[src/rtl/cacheline_burst_adaptor.sv]
// Bridges full cache-line requests from the LLC onto a beat-by-beat memory burst port.
// Optional stall watchdog: define CL_ADAPTOR_TIMEOUT_EN to abort transfers after TIMEOUT_CYCLES idle beats.
module cacheline_burst_adaptor #(
    parameter int LINE_WIDTH     = 256,
    parameter int BURST_WIDTH    = 64,
    parameter int ADDR_WIDTH     = 32,
    parameter int TIMEOUT_CYCLES = 1024
) (
    input  logic                  clk,
    input  logic                  reset_n,
    input  logic [LINE_WIDTH-1:0] line_i,
    output logic [LINE_WIDTH-1:0] line_o,
    input  logic [ADDR_WIDTH-1:0] address_i,
    input  logic                  read_i,
    input  logic                  write_i,
    output logic                  resp_o,
    output logic                  err_o,
    input  logic [BURST_WIDTH-1:0] burst_i,
    output logic [BURST_WIDTH-1:0] burst_o,
    output logic [ADDR_WIDTH-1:0] address_o,
    output logic                  read_o,
    output logic                  write_o,
    input  logic                  resp_i
);

    localparam int BEATS = LINE_WIDTH / BURST_WIDTH;
    localparam int CNT_W = $clog2(BEATS);
    localparam int OFFS  = $clog2(LINE_WIDTH / 8);
    localparam logic [CNT_W-1:0]      LAST_BEAT  = CNT_W'(BEATS - 1);
    localparam logic [ADDR_WIDTH-1:0] ALIGN_MASK = {ADDR_WIDTH{1'b1}} << OFFS;

    typedef enum logic [1:0] {
        IDLE     = 2'd0,
        RD_BURST = 2'd1,
        WR_BURST = 2'd2,
        DONE     = 2'd3
    } state_t;

    state_t                  state_q, state_d;
    logic [CNT_W-1:0]        beat_cnt_q, beat_cnt_d;
    logic [CNT_W-1:0]        beat_nxt;
    logic                    read_q, read_d;
    logic                    write_q, write_d;
    logic                    resp_q, resp_d;
    logic [ADDR_WIDTH-1:0]   addr_q, addr_d;
    logic [BURST_WIDTH-1:0]  burst_q, burst_d;
    logic [LINE_WIDTH-1:0]   line_q, line_d;
    logic [LINE_WIDTH-1:0]   wbuf_q, wbuf_d;

`ifdef CL_ADAPTOR_TIMEOUT_EN
    localparam int STALL_W = $clog2(TIMEOUT_CYCLES) + 1;
    localparam logic [STALL_W-1:0] STALL_LAST = STALL_W'(TIMEOUT_CYCLES - 1);
    logic [STALL_W-1:0]      stall_q, stall_d;
    logic                    err_q, err_d;
`endif

    always_comb begin
        state_d    = state_q;
        beat_cnt_d = beat_cnt_q;
        beat_nxt   = beat_cnt_q + 1'b1;
        read_d     = read_q;
        write_d    = write_q;
        resp_d     = 1'b0;
        addr_d     = addr_q;
        burst_d    = burst_q;
        line_d     = line_q;
        wbuf_d     = wbuf_q;
`ifdef CL_ADAPTOR_TIMEOUT_EN
        stall_d    = '0;
        err_d      = 1'b0;
`endif
        case (state_q)
            IDLE: begin
                // Read has priority; a concurrent write stays pending on write_i.
                if (read_i) begin
                    addr_d     = address_i & ALIGN_MASK;
                    read_d     = 1'b1;
                    beat_cnt_d = '0;
                    state_d    = RD_BURST;
                end else if (write_i) begin
                    wbuf_d     = line_i;
                    addr_d     = address_i & ALIGN_MASK;
                    write_d    = 1'b1;
                    burst_d    = line_i[BURST_WIDTH-1:0];
                    beat_cnt_d = '0;
                    state_d    = WR_BURST;
                end
            end
            RD_BURST: begin
                if (resp_i) begin
                    line_d[int'(beat_cnt_q)*BURST_WIDTH +: BURST_WIDTH] = burst_i;
                    beat_cnt_d = beat_nxt;
                    if (beat_cnt_q == LAST_BEAT) begin
                        read_d  = 1'b0;
                        resp_d  = 1'b1;
                        state_d = DONE;
                    end
                end
            end
            WR_BURST: begin
                if (resp_i) begin
                    beat_cnt_d = beat_nxt;
                    if (beat_cnt_q == LAST_BEAT) begin
                        write_d = 1'b0;
                        resp_d  = 1'b1;
                        state_d = DONE;
                    end else begin
                        burst_d = wbuf_q[int'(beat_nxt)*BURST_WIDTH +: BURST_WIDTH];
                    end
                end
            end
            DONE: begin
                beat_cnt_d = '0;
                state_d    = IDLE;
            end
            default: state_d = IDLE;
        endcase
`ifdef CL_ADAPTOR_TIMEOUT_EN
        // Counter is zero outside bursts, so entering a burst starts it fresh.
        if ((state_q == RD_BURST || state_q == WR_BURST) && !resp_i) begin
            if (stall_q == STALL_LAST) begin
                read_d  = 1'b0;
                write_d = 1'b0;
                resp_d  = 1'b1;
                err_d   = 1'b1;
                state_d = DONE;
            end else begin
                stall_d = stall_q + 1'b1;
            end
        end
`endif
    end

    always_ff @(posedge clk) begin
        if (!reset_n) begin
            state_q    <= IDLE;
            beat_cnt_q <= '0;
            read_q     <= 1'b0;
            write_q    <= 1'b0;
            resp_q     <= 1'b0;
            addr_q     <= '0;
            burst_q    <= '0;
            line_q     <= '0;
            wbuf_q     <= '0;
`ifdef CL_ADAPTOR_TIMEOUT_EN
            stall_q    <= '0;
            err_q      <= 1'b0;
`endif
        end else begin
            state_q    <= state_d;
            beat_cnt_q <= beat_cnt_d;
            read_q     <= read_d;
            write_q    <= write_d;
            resp_q     <= resp_d;
            addr_q     <= addr_d;
            burst_q    <= burst_d;
            line_q     <= line_d;
            wbuf_q     <= wbuf_d;
`ifdef CL_ADAPTOR_TIMEOUT_EN
            stall_q    <= stall_d;
            err_q      <= err_d;
`endif
        end
    end

    assign line_o    = line_q;
    assign resp_o    = resp_q;
    assign burst_o   = burst_q;
    assign address_o = addr_q;
    assign read_o    = read_q;
    assign write_o   = write_q;
`ifdef CL_ADAPTOR_TIMEOUT_EN
    assign err_o     = err_q;
`else
    assign err_o     = 1'b0;
`endif

endmodule

[config.mk]
export PLATFORM = sky130hd
export DESIGN_NAME = cacheline_burst_adaptor
export DESIGN_NICKNAME = d
export VERILOG_FILES = /design/src/rtl/cacheline_burst_adaptor.sv
export SDC_FILE = /design/constraint.sdc
export NUM_CORES = 1
export LEC_CHECK = 0
export CAP_MARGIN = 20
export CORE_AREA = 2 2 278 280
export CTS_BUF_LIST = sky130_fd_sc_hd__clkbuf_8
export DETAILED_ROUTE_END_ITERATION = 16
export DIE_AREA = 0 0 280 282
export PLACE_DENSITY_LB_ADDON = 0.12
export SYNTH_ARGS = -nofsm -noshare
export SYNTH_HDL_FRONTEND = slang
export SYNTH_SLANG_ARGS = --single-unit
[constraint.sdc]
create_clock -name clk -period 6 [get_ports clk]
set_clock_uncertainty 0.2 [all_clocks]
set_input_delay 0.6 -clock clk [delete_from_list [all_inputs] [get_ports clk]]
set_output_delay 0.6 -clock clk [all_outputs]
set_load 0.02 [all_outputs]
==> Word-level counts from Yosys, hierarchy flattened <==
Cells that the tools add are included.
{ "word_totals": {"ff_bits": 615, "elab_cells": 69} }
{ "classes": {"add_sub_neg": 2, "eq_ne": 15, "shift": 3, "n_mux": 25, "bitwise": 1, "n_reduce_logical": 14} }
{ "ops": {"columns": ["operator", "n"], "rows": [
  ["$bwmux W256", 1],
  ["$mux W64", 4],
  ["$shift A64 B33 Y256 const A", 1],
  ["$shiftx A256 B9 Y64", 1],
  ["$shiftx A64 B33 Y256", 1],
  ["$pmux W64 S2", 1],
  ["$mux W32", 2],
  ["$neg A8 Y33", 1],
  ["$ne A2 B2 Y1 const B", 8],
  ["$mux W2", 7],
  ["$pmux W2 S3", 2],
  ["$reduce_and A5 Y1", 2],
  ["$reduce_and A3 Y1", 3],
  ["$eq A2 B2 Y1 const B", 3],
  ["$mux W1", 6],
  ["$reduce_and A2 Y1", 3],
  ["$reduce_bool A2 Y1", 3],
  ["$ne A2 B1 Y1 const B", 2],
  ["$pmux W1 S2", 2],
  ["$reduce_and A4 Y1", 1],
  ["$ne A3 B3 Y1 const B", 1],
  ["$add A2 B1 Y2 const B", 1],
  ["$eq A2 B1 Y1 const B", 1],
  ["$logic_not A2 Y1", 1],
  ["other kinds (2)", 2]
]} }

==> Logic depth before layout (Yosys ltp) <==
Gate-level depths: netlist of the first run.
{ "logic_depth": {"depth_word": 5, "mapped_depth": 9} }

==> Worst setup path before layout of the first run <==
Ideal clock, no wire load.
{ "synth_path": {"kind": "reg2reg", "start": "register beat_cnt_q[0]", "end": "register burst_q[0], in the netlist burst_o[0]", "setup_time_ns": 0.119, "arrival_ns": 1.918, "t_required_ns": 5.681, "path_slack_ns": 3.763, "path_stages_with_launch": 10, "path_buffers": 3, "period_less_slack_ns": 2.237, "cell_sequence": "dfxtp_1 buf_2 inv_1 ha_1 nand2b_1 buf_2 buf_2 nor2_1 a2111o_1 o221a_1"} }
{ "synth_via": {"elab_chain_cells": 5} }
{ "synth_rtl": {"columns": ["element", "line", "source"], "rows": [
  ["start: declaration", "40", "logic [CNT_W-1:0] beat_cnt_q, beat_cnt_d;"],
  ["start signal: assignment", "151", "beat_cnt_q <= beat_cnt_d;"],
  ["$add A2 B1 Y2", "60", "beat_nxt = beat_cnt_q + 1'b1;"],
  ["$shiftx A256 B9 Y64", "108", "burst_d = wbuf_q[int'(beat_nxt)*BURST_WIDTH +: BURST_WIDTH];"],
  ["$mux W64", "103", "if (beat_cnt_q == LAST_BEAT) begin"],
  ["$mux W64", "101", "if (resp_i) begin"],
  ["$pmux W64 S2", "72", "case (state_q)"],
  ["end signal: assignment", "156", "burst_q <= burst_d;"],
  ["end: declaration", "46", "logic [BURST_WIDTH-1:0] burst_q, burst_d;"]
]} }
Several ways; a longest one is shown, not always the timed one. The select of a mux whose other input is x is not followed.
A chain may end at the register's enable or synchronous reset.

==> Worst setup path after layout of the first run <==
{ "layout_path": {"start": "register beat_cnt_q[0]", "end": "register burst_q[27], in the netlist burst_o[27]"} }
Same word-level chain as after synthesis.

==> flow_summary_export.csv, run 1 <==
group,metric,value,unit
die,die_y,282,um
detailed_routing,wl_met2,45200,um
critical_path,path_class,"flip-flop to flip-flop",
synth,netlist_area,24900,um^2
detailed_routing,drcViolationCount,0,
worst_hold_path,hold_depth,2,
detailed_routing,met3_wirelength,7110,um
finish,drive_gt1_share,5.62,%
clocking,cts-root-buf,"clkbuf_8",
die,die_w,280,um
synth,synth.distinct_cells,43,
global_routing,grt_pass1_vias,21700,
detailed_routing,wl_per_cell,21.4,um
placed_design,dpl.hpwl,61800,um
worst_hold_path,hold_class,"input pin to flip-flop",
synth,synthCells,2683,
worst_hold_path,min_from,"reset_n",
synth,synth-seq-cells,610,
synth,yosysSeqAreaShare,49.0,%
timing,fmax,254,MHz
finish,mostFrequentLayoutCells,"clkdlybuf4s50_1 (700), dfxtp_1 (609), nand2_1 (571)",
critical_path,crit_path_end_kind,"flip-flop",
placed_design,portBuffers,701,
finish,finalNonFillerCells,4358,
critical_path,cp.required,6.40,ns
synth,async_reset_ff_share,0,%
detailed_routing,drt_iter0_markers,1321,
clocking,clock_latency,0.72,ns
timing,fin_setup_tns,0,ns
critical_path,worstReg2RegEnd,"burst_o[27]",
synth,synth_top_family_by_area,"compound AO/OA/AOI/OAI gates",
timing,rsz0062_at_grt,"false",
die,core_area,75700,um^2
clocking,path_clk_slew,0.06,ns
timing,finalSetupViolations,0,
synth,synthFlopType,"dfxtp_1",
timing,worst_pin_slew,1.07,ns
timing,period_needed,3.94,ns
synth,synth_xor_area_share,0,%
clocking,cts.htree.levels,3,
synth,synthAdderAreaFrac,0.502,%
timing,relSlewSlack,28.7,%
die,io_pins,713,
finish,final_nets,3646,
global_routing,grt_start_max_net_pins,237,
global_routing,antenna_found_initial,33,
synth,syn_area_per_cell,9.30,um^2
power_and_ir_drop,p_leak,11.7,nW
detailed_routing,drt-pass1-iter-count,6,
die,fp.dieArea,79000,um^2
clocking,cts.sinks,610,
detailed_routing,ant_nets,0,
placed_design,gp_congestion,0.831,
timing,drv_slew,0,
clocking,numCtsBuffers,108,
flow_run,drv_cap,0,
critical_path,setup.worst_path.start_class,"flip-flop",
die,initial_utilization,33.0,%
global_routing,grt_pass1_wl,137000,um
outcome,run_status,"finished clean",
synth,synth-simple-area-share,18.0,%
critical_path,crit-reg2reg-launch,"beat_cnt_q[0]",
detailed_routing,num_vias,22000,
critical_path,crit_fanout,51,
synth,synth_warnings,0,
global_routing,grt-ovfl-total,0,
power_and_ir_drop,ir_worst_vdd,0.309,mV
finish,area_growth,38.5,%
clocking,cts_resized,0,
worst_hold_path,hold_end,"address_o[17]",
clocking,clockBufferDepth,3,
detailed_routing,met1Wirelength,37900,um
critical_path,ff2ff_path_depth,6,
timing,min_period_over_period,65.6,%
clocking,hold_buffers,0,
synth,synth_compound_area_share,22.5,%
placed_design,numPlacedInstances,4145,
power_and_ir_drop,power_density,360,nW/um^2
synth,muxShareOfSynthArea,5.22,%
finish,layout_commonest_cell,"clkdlybuf4s50_1",
detailed_routing,wirelength,93100,um
synth,synth_edf_count,0,
die,row_count,101,
clocking,cts_tree,"built",
detailed_routing,highest_layer,"met5",
finish,fin_util,45.6,%
detailed_routing,viasPerCell,5.06,
critical_path,r2r_slack,2.06,ns
global_routing,grt_use_total,22.5,%
clocking,postCtsSetupRepairBufs,0,
critical_path,arrival,4.33,ns
timing,final_hold_viol_count,0,
[layout make-up]
cell class	count	area, um^2
Fill cell	7339	41100
Sequential cell	610	12200
Multi-Input combinational cell	1823	11600
Timing Repair Buffer	729	7320
Clock buffer	126	1730
Tap cell	978	1220
Clock inverter	66	338
Antenna cell	19	47.5
Inverter	7	27.5
[per-layer routing]
| layer | up-vias | GRT usage [%] |
|---|---|---|
| met5 | - | 0 |
| met4 | 28 | 8.56 |
| met3 | 160 | 7.10 |
| met2 | 712 | 37.9 |
| met1 | 10600 | 26.7 |
| li1 | 10500 | - |
[state kept, by name, indices dropped and copies added, names as in the netlist]
register	cells
line_o	256
wbuf_q	256
burst_o	64
address_o	27
beat_cnt_q	2
state_q	2
read_o	1
resp_o	1
write_o	1
[stage by stage]
step | instance area (um^2) | hold WS [ns] | total power [W] | setup slack (ns)
finish | 34600 | 0.115 | 0.0124 | 2.06
global route | 34500 | 0.108 | 0.0131 | 1.90
CTS | 34500 | 0.0923 | 0.0126 | 2.07
detailed placement | 32400 | 0.245 | 0.00882 | 2.09
global placement | 32400 | 0.240 | 0.00877 | 2.10
floorplan | 25000 | 0.234 | 0.00716 | 3.76
[cell usage after synthesis, types with 4 or more instances]
library cell,count,area [um^2]
a22o_1,26,228
nor2_1,130,488
dfxtp_1,610,12200
nor2b_1,272,1700
o221a_1,63,709
nand3_1,4,20.0
ha_1,10,125
a2111o_1,63,709
buf_4,14,105
a21boi_0,43,323
inv_1,5,18.8
nand2_1,572,2150
buf_2,83,415
a22oi_1,231,1730
a21boi_1,242,1820
buf_6,10,113
clkbuf_1,133,499
o21ai_0,4,20.0
mux2i_1,130,1300
buf_1,8,30.0
[logic make-up (layout without fill, tap and decap cells)]
| kind of cell | after synthesis | after routing |
|---|---|---|
| adder cells (fa/ha/maj) | 10 | 10 |
| other | 1 | 25 |
| multiplexers | 130 | 130 |
| buffers and inverters | 255 | 928 |
| flip-flops | 610 | 610 |
| AND/OR/NAND/NOR | 995 | 995 |
| AO/OA/AOI/OAI | 682 | 682 |
[critical path, stage by stage (launching register included)]
cell and delay (ns):
dfxtp_4 0.78, buf_4 0.84, buf_4 0.90, mux2i_1 0.27
nor2_1 0.06, a2111o_1 0.37, o221a_1 0.22
[worst max-delay path by stage]
| stage | startpoint | end | slack, ns |
|---|---|---|---|
| finish | beat_cnt_q[0] | burst_o[27] | 2.06 |
| detailed placement | beat_cnt_q[0] | burst_o[27] | 2.09 |
| CTS | beat_cnt_q[0] | burst_o[27] | 2.07 |
| global route | beat_cnt_q[0] | burst_o[27] | 1.90 |
| floorplan | beat_cnt_q[0] | burst_o[0] | 3.76 |
| global placement | beat_cnt_q[0] | burst_o[27] | 2.10 |
[report_power, final]
group          switching, W  leakage [nW]  internal (W)  total (W)
combinational       0.00230          5.49       0.00157    0.00387
clock               0.00176          1.26       0.00195    0.00372
sequential         0.000305          4.96       0.00454    0.00484
total               0.00437          11.7       0.00806     0.0124
(Power assumes the default switching activity.)
==> run 2: changes to the inputs <==
Settings changed: CORE_AREA 2 2 278 280 to 2 2 281 283, DIE_AREA 0 0 280 282 to 0 0 283 285.
Clock period 6 ns to 4 ns, I/O delays scaled along.
==> run 2 against run 1 <==
  * Final area rose by 4.4%
  * Combinational power is 57% higher
  * Total power grew 54%
  * Via count grew 2.1%
==> flow_summary_export.csv, run 2 (synthesis gave the netlist of run 1 again) <==
group,metric,value,unit
clocking,clock_latency,0.71,ns
critical_path,cpLargestDelayFamily,"compound AO/OA/AOI/OAI gates",
clocking,postCtsSetupRepairBufs,0,
timing,min_period_over_period,70.3,%
global_routing,grt_pass1_vias,22300,
timing,fmax,356,MHz
critical_path,crit-reg2reg-launch,"state_q[1]",
placed_design,place_area,32700,um^2
die,io_pins,713,
timing,finalHoldWorstSlack,0.0511,ns
critical_path,setup.worst_path.start,"state_q[1]",
critical_path,setup.worst_path.start_class,"flip-flop",
finish,drive_gt1_share,6.22,%
critical_path,path_class,"flip-flop to flip-flop",
timing,rsz0062_at_grt,"false",
timing,worst_pin_slew,1.40,ns
critical_path,cp.required,4.45,ns
global_routing,grt_start_max_net_pins,169,
timing,final_hold_viol_count,0,
power_and_ir_drop,power,0.0191,W
die,core_area,78000,um^2
outcome,run_status,"finished clean",
critical_path,slowest_delay,0.87,ns
finish,final_cell_area,36100,um^2
timing,period_needed,2.81,ns
detailed_routing,wl_per_cell,20.9,um
timing,relSlewSlack,6.64,%
die,fp.dieArea,80700,um^2
critical_path,crit_path_top_delay_cell,"o21a_1",
timing,finalSetupViolations,0,
die,die_y,285,um
detailed_routing,num_vias,22500,
global_routing,antenna_found_initial,21,
detailed_routing,viasPerCell,4.95,
critical_path,crit_chain,"inv_1 > ha_1 > o21a_1 > nand2_1 > a21boi_0 > dlygate4sd3_1",
die,row_count,103,
worst_hold_path,min_from,"line_i[233]",
finish,mostFrequentLayoutCells,"clkdlybuf4s50_1 (700), dfxtp_1 (609), nand2_1 (571)",
clocking,cts.htree.levels,3,
detailed_routing,drcViolationCount,0,
detailed_routing,drt-pass1-iter-count,6,
die,initial_utilization,32.0,%
power_and_ir_drop,power_density,530,nW/um^2
die,die_w,283,um
flow_run,drv_cap,0,
finish,final_nets,3777,
worst_hold_path,hold_class,"input pin to flip-flop",
detailed_routing,ant_nets,0,
clocking,cts.sinks,610,
clocking,cts_tree,"built",
global_routing,grt_pass1_wl,142000,um
placed_design,dpl.hpwl,64000,um
placed_design,gp_congestion,0.820,
placed_design,portBuffers,701,
critical_path,crit_fanout,27,
global_routing,grt-ovfl-total,0,
timing,fin_setup_tns,0,ns
critical_path,arrival,3.26,ns
detailed_routing,wirelength,94900,um
clocking,numCtsBuffers,108,
global_routing,grt_use_total,22.6,%
clocking,cts-root-buf,"clkbuf_8",
critical_path,worst-path-buf-inv,2,
finish,layout_commonest_cell,"clkdlybuf4s50_1",
detailed_routing,drt_iter0_markers,1140,
power_and_ir_drop,p_leak,12.3,nW
critical_path,crit_path_end_kind,"flip-flop",
timing,drv_slew,0,
clocking,path_clk_slew,0.06,ns
clocking,clockBufferDepth,3,
power_and_ir_drop,ir_worst_vdd,0.298,mV
finish,area_growth,44.6,%
run 2: changes by cell type in the layout (fill, tap and decap cells not counted), moves of 9 or more:
cell / before / now
diode_2: 19 / 8
inv_1: 59 / 46
buf_4: 21 / 30
dlygate4sd3_1: 0 / 114
buf_12: 5 / 15
clkbuf_8: 126 / 135
run 2: per-stage QoR:
step           setup WS, ns  utilization [%]  instances
6_report               1.19             46.3       4548
5_1_grt               0.946             46.3       4546
4_1_cts                1.13             46.2       4540
3_5_place_dp          0.833             42.0       4236
3_3_place_gp          0.910             42.0       4236
2_1_floorplan          1.76                -       2688
run 2: tightest hold or removal path: stages:
cell and delay, ns:
clkdlybuf4s50_1 0.40, nand2_1 0.06, a21boi_1 0.05
run 2: final timing paths:
kind	end	slack, ns	cells after the start
max	address_o[27]	1.19	6
min	wbuf_q[233]	0.05	3
max reg2reg	address_o[27]	1.19	6
min reg2reg	wbuf_q[110]	0.25	2
run 2: layout make-up:
| cell class | instances | area, um^2 |
|---|---|---|
| diodes | 8 | 20.0 |
| clock buffers | 135 | 1860 |
| clock inverters | 55 | 307 |
| fillers | 7478 | 41900 |
| inverters | 7 | 26.3 |
| multi-input cells | 1823 | 11600 |
| flip-flops and latches | 610 | 12200 |
| well taps | 1050 | 1310 |
| repair buffers | 860 | 8690 |
run 2: report_power, final:
group | switching, W | internal [W] | leakage [nW] | total [W]
logic | 0.00357 | 0.00251 | 6.08 | 0.00608
registers | 0.000416 | 0.00680 | 4.96 | 0.00722
clock network | 0.00266 | 0.00315 | 1.27 | 0.00581
total | 0.00664 | 0.0125 | 12.3 | 0.0191
run 2: what timing repair did:
| action | 4_1_cts | 5_1_grt |
|---|---|---|
| gates resized for setup | 0 | 0 |
| endpoints found under the hold margin | 169 | 0 |
| hold buffers | 114 | 0 |
run 2: metal layers:
| layer | up-vias | share of wire [%] | GRT usage, % |
|---|---|---|---|
| met5 | - | 0.18 | 0 |
| met4 | 26 | 2.0 | 5.64 |
| met3 | 125 | 7.1 | 6.68 |
| met2 | 694 | 49 | 39.3 |
| met1 | 10900 | 42 | 27.3 |
| li1 | 10800 | - | - |
==> run 3: changes to the inputs <==
Settings changed: CORE_AREA 2 2 281 283 to 2 2 276 278, DIE_AREA 0 0 283 285 to 0 0 278 280.
Clock period 4 ns to 2.5 ns, I/O delays scaled along.
==> run 3 against run 2 <==
  * Routed wire length shrank 0.29%
  * Die area shrank 3.5%
  * Setup slack lost 1.1 ns
  * Fmax grew 17%
  * Flip-flop and latch count is the same
  * Combinational power grew 74%
  * Clock power grew 54%
  * Critical path type unchanged
==> flow_summary_export.csv, run 3 (synthesis gave the netlist of run 1 again) <==
group,metric,value,unit
detailed_routing,ant_nets,0,
critical_path,setup.worst_path.start_class,"flip-flop",
timing,fin_setup_tns,0,ns
timing,finalSetupViolations,0,
power_and_ir_drop,comb_power_share,34.0,%
finish,mostFrequentLayoutCells,"clkdlybuf4s50_1 (700), dfxtp_1 (609), nand2_1 (571)",
placed_design,place_area,33100,um^2
die,io_pins,713,
outcome,run_status,"finished clean",
detailed_routing,wirelength,94700,um
clocking,cts.htree.levels,3,
timing,drv_slew,0,
power_and_ir_drop,power_density,811,nW/um^2
clocking,cts_tree,"built",
timing,relSlewSlack,61.4,%
finish,final_nets,4008,
die,row_count,101,
timing,period_needed,2.41,ns
global_routing,grt_pass1_wl,143000,um
detailed_routing,wl_per_cell,20.1,um
critical_path,worst-path-buf-inv,4,
clocking,cts-root-buf,"clkbuf_8",
clocking,cts.sinks,610,
power_and_ir_drop,seq_power_share,37.2,%
timing,fmax,415,MHz
flow_run,drv_cap,0,
detailed_routing,drt-pass1-iter-count,5,
timing,min_period_over_period,96.4,%
finish,area_growth,53.9,%
power_and_ir_drop,p_clk_share,28.8,%
clocking,clockBufferDepth,3,
critical_path,slowest_delay,0.58,ns
finish,final_cell_area,38400,um^2
critical_path,crit_fanout,27,
critical_path,crit_path_top_delay_cell,"dlygate4sd3_1",
detailed_routing,num_vias,23300,
finish,drive_gt1_share,6.56,%
die,initial_utilization,33.2,%
global_routing,antenna_found_initial,23,
clocking,clock_latency,0.70,ns
timing,final_hold_viol_count,0,
power_and_ir_drop,ir_worst_vdd,0.427,mV
critical_path,arrival,2.86,ns
critical_path,crit_path_frequent_cell,"buf_4",
global_routing,grt_start_max_net_pins,132,
placed_design,gp_congestion,0.838,
global_routing,grt_pass1_vias,23700,
timing,timing.final.ws_setup,0.0895,ns
detailed_routing,viasPerCell,4.95,
finish,layout_commonest_cell,"clkdlybuf4s50_1",
power_and_ir_drop,p_leak,13.4,nW
detailed_routing,drcViolationCount,0,
detailed_routing,drt_iter0_markers,1145,
die,fp.dieArea,77800,um^2
power_and_ir_drop,p_int,0.0204,W
global_routing,grt-ovfl-total,0,
die,core_area,75200,um^2
critical_path,cpLargestDelayFamily,"buffers and inverters",
critical_path,crit_chain,"inv_1 > ha_1 > buf_4 > o21a_1 > buf_4 > nand2_1 > a21boi_0 > dlygate4sd3_1",
placed_design,dpl.hpwl,63800,um
critical_path,path_class,"flip-flop to flip-flop",
clocking,numCtsBuffers,108,
clocking,path_clk_slew,0.06,ns
power_and_ir_drop,p_sw_share,34.4,%
worst_hold_path,hold_class,"input pin to flip-flop",
placed_design,post-place-ws,0.0245,ns
placed_design,portBuffers,701,
die,die_y,280,um
global_routing,grt_use_total,23.4,%
power_and_ir_drop,p_switching,0.0107,W
die,die_w,278,um
critical_path,crit_path_end_kind,"flip-flop",
critical_path,cp.required,2.95,ns
timing,worst_pin_slew,0.577,ns
run 3: cell types whose count changed in the layout (fill, tap and decap cells not counted):
cell,delta
clkinv_8,-1
bufinv_16,-1
clkinv_2,-5
buf_4,+17
ha_1,-1
clkbuf_8,-4
ha_2,+1
diode_2,+8
buf_12,+20
inv_1,+7
inv_6,-2
inv_8,+3
dlygate4sd3_1,+194
clkinvlp_4,-1
run 3: timing repair:
item / CTS / global route
endpoints found under the setup margin: 0 / 64
hold endpoints to repair: 342 / 0
buffers inserted: 0 / 4
hold buffers: 308 / 0
resized for setup: 0 / 1
run 3: cell type report:
cell class              count  area [um^2]
repair buffers           1091        11200
fillers                  6856        36800
well taps                 978         1220
multi-input cells        1823        11600
diodes                     16         40.0
inverters                   7         26.3
clock buffers             131         1800
clock inverters            55          270
flip-flops and latches    610        12200
run 3: power groups by stage:
stage / sequential [W] / combinational (W) / clock (W)
final: 0.0116 / 0.0106 / 0.00896
after global routing: 0.0117 / 0.0113 / 0.00968
after CTS: 0.0116 / 0.0105 / 0.00921
after detailed placement: 0.0118 / 0.0101 / 0
after global placement: 0.0118 / 0.00997 / 0
after floorplan: 0.0124 / 0.00477 / 0
run 3: routing by layer:
layer	vias up	global-route usage, %	wire length (um)
met3	164	5.78	5870
met1	11200	28.0	39800
met4	12	7.65	2650
met5	-	0	75
li1	11200	-	-
met2	684	41.0	46300
run 3: metrics by stage:
stage,std cells,hold WS (ns),utilization [%],power (W)
detailed placement,4197,0.245,44.1,0.0218
floorplan,2688,0.183,-,0.0172
global placement,4197,0.240,44.1,0.0217
finish,4711,0.0591,51.0,0.0311
CTS,4691,0.000916,50.9,0.0313
global route,4705,0.0303,51.0,0.0327
run 3: worst reg2reg max path, stage by stage (launching register included):
cell,delay (ns)
dfxtp_1,0.33
inv_1,0.11
ha_1,0.30
buf_4,0.17
o21a_1,0.11
buf_4,0.29
nand2_1,0.10
a21boi_0,0.18
dlygate4sd3_1,0.58
run 3: worst paths after layout:
| kind | startpoint | to | slack, ns | depth (start not counted) |
|---|---|---|---|---|
| worst max-delay path | state_q[0] | address_o[14] | 0.09 | 8 |
| worst min-delay path | burst_i[13] | line_o[141] | 0.06 | 2 |
| worst max register to register | state_q[0] | address_o[14] | 0.09 | 8 |
| worst min register to register | wbuf_q[15] | wbuf_q[15] | 0.25 | 2 |
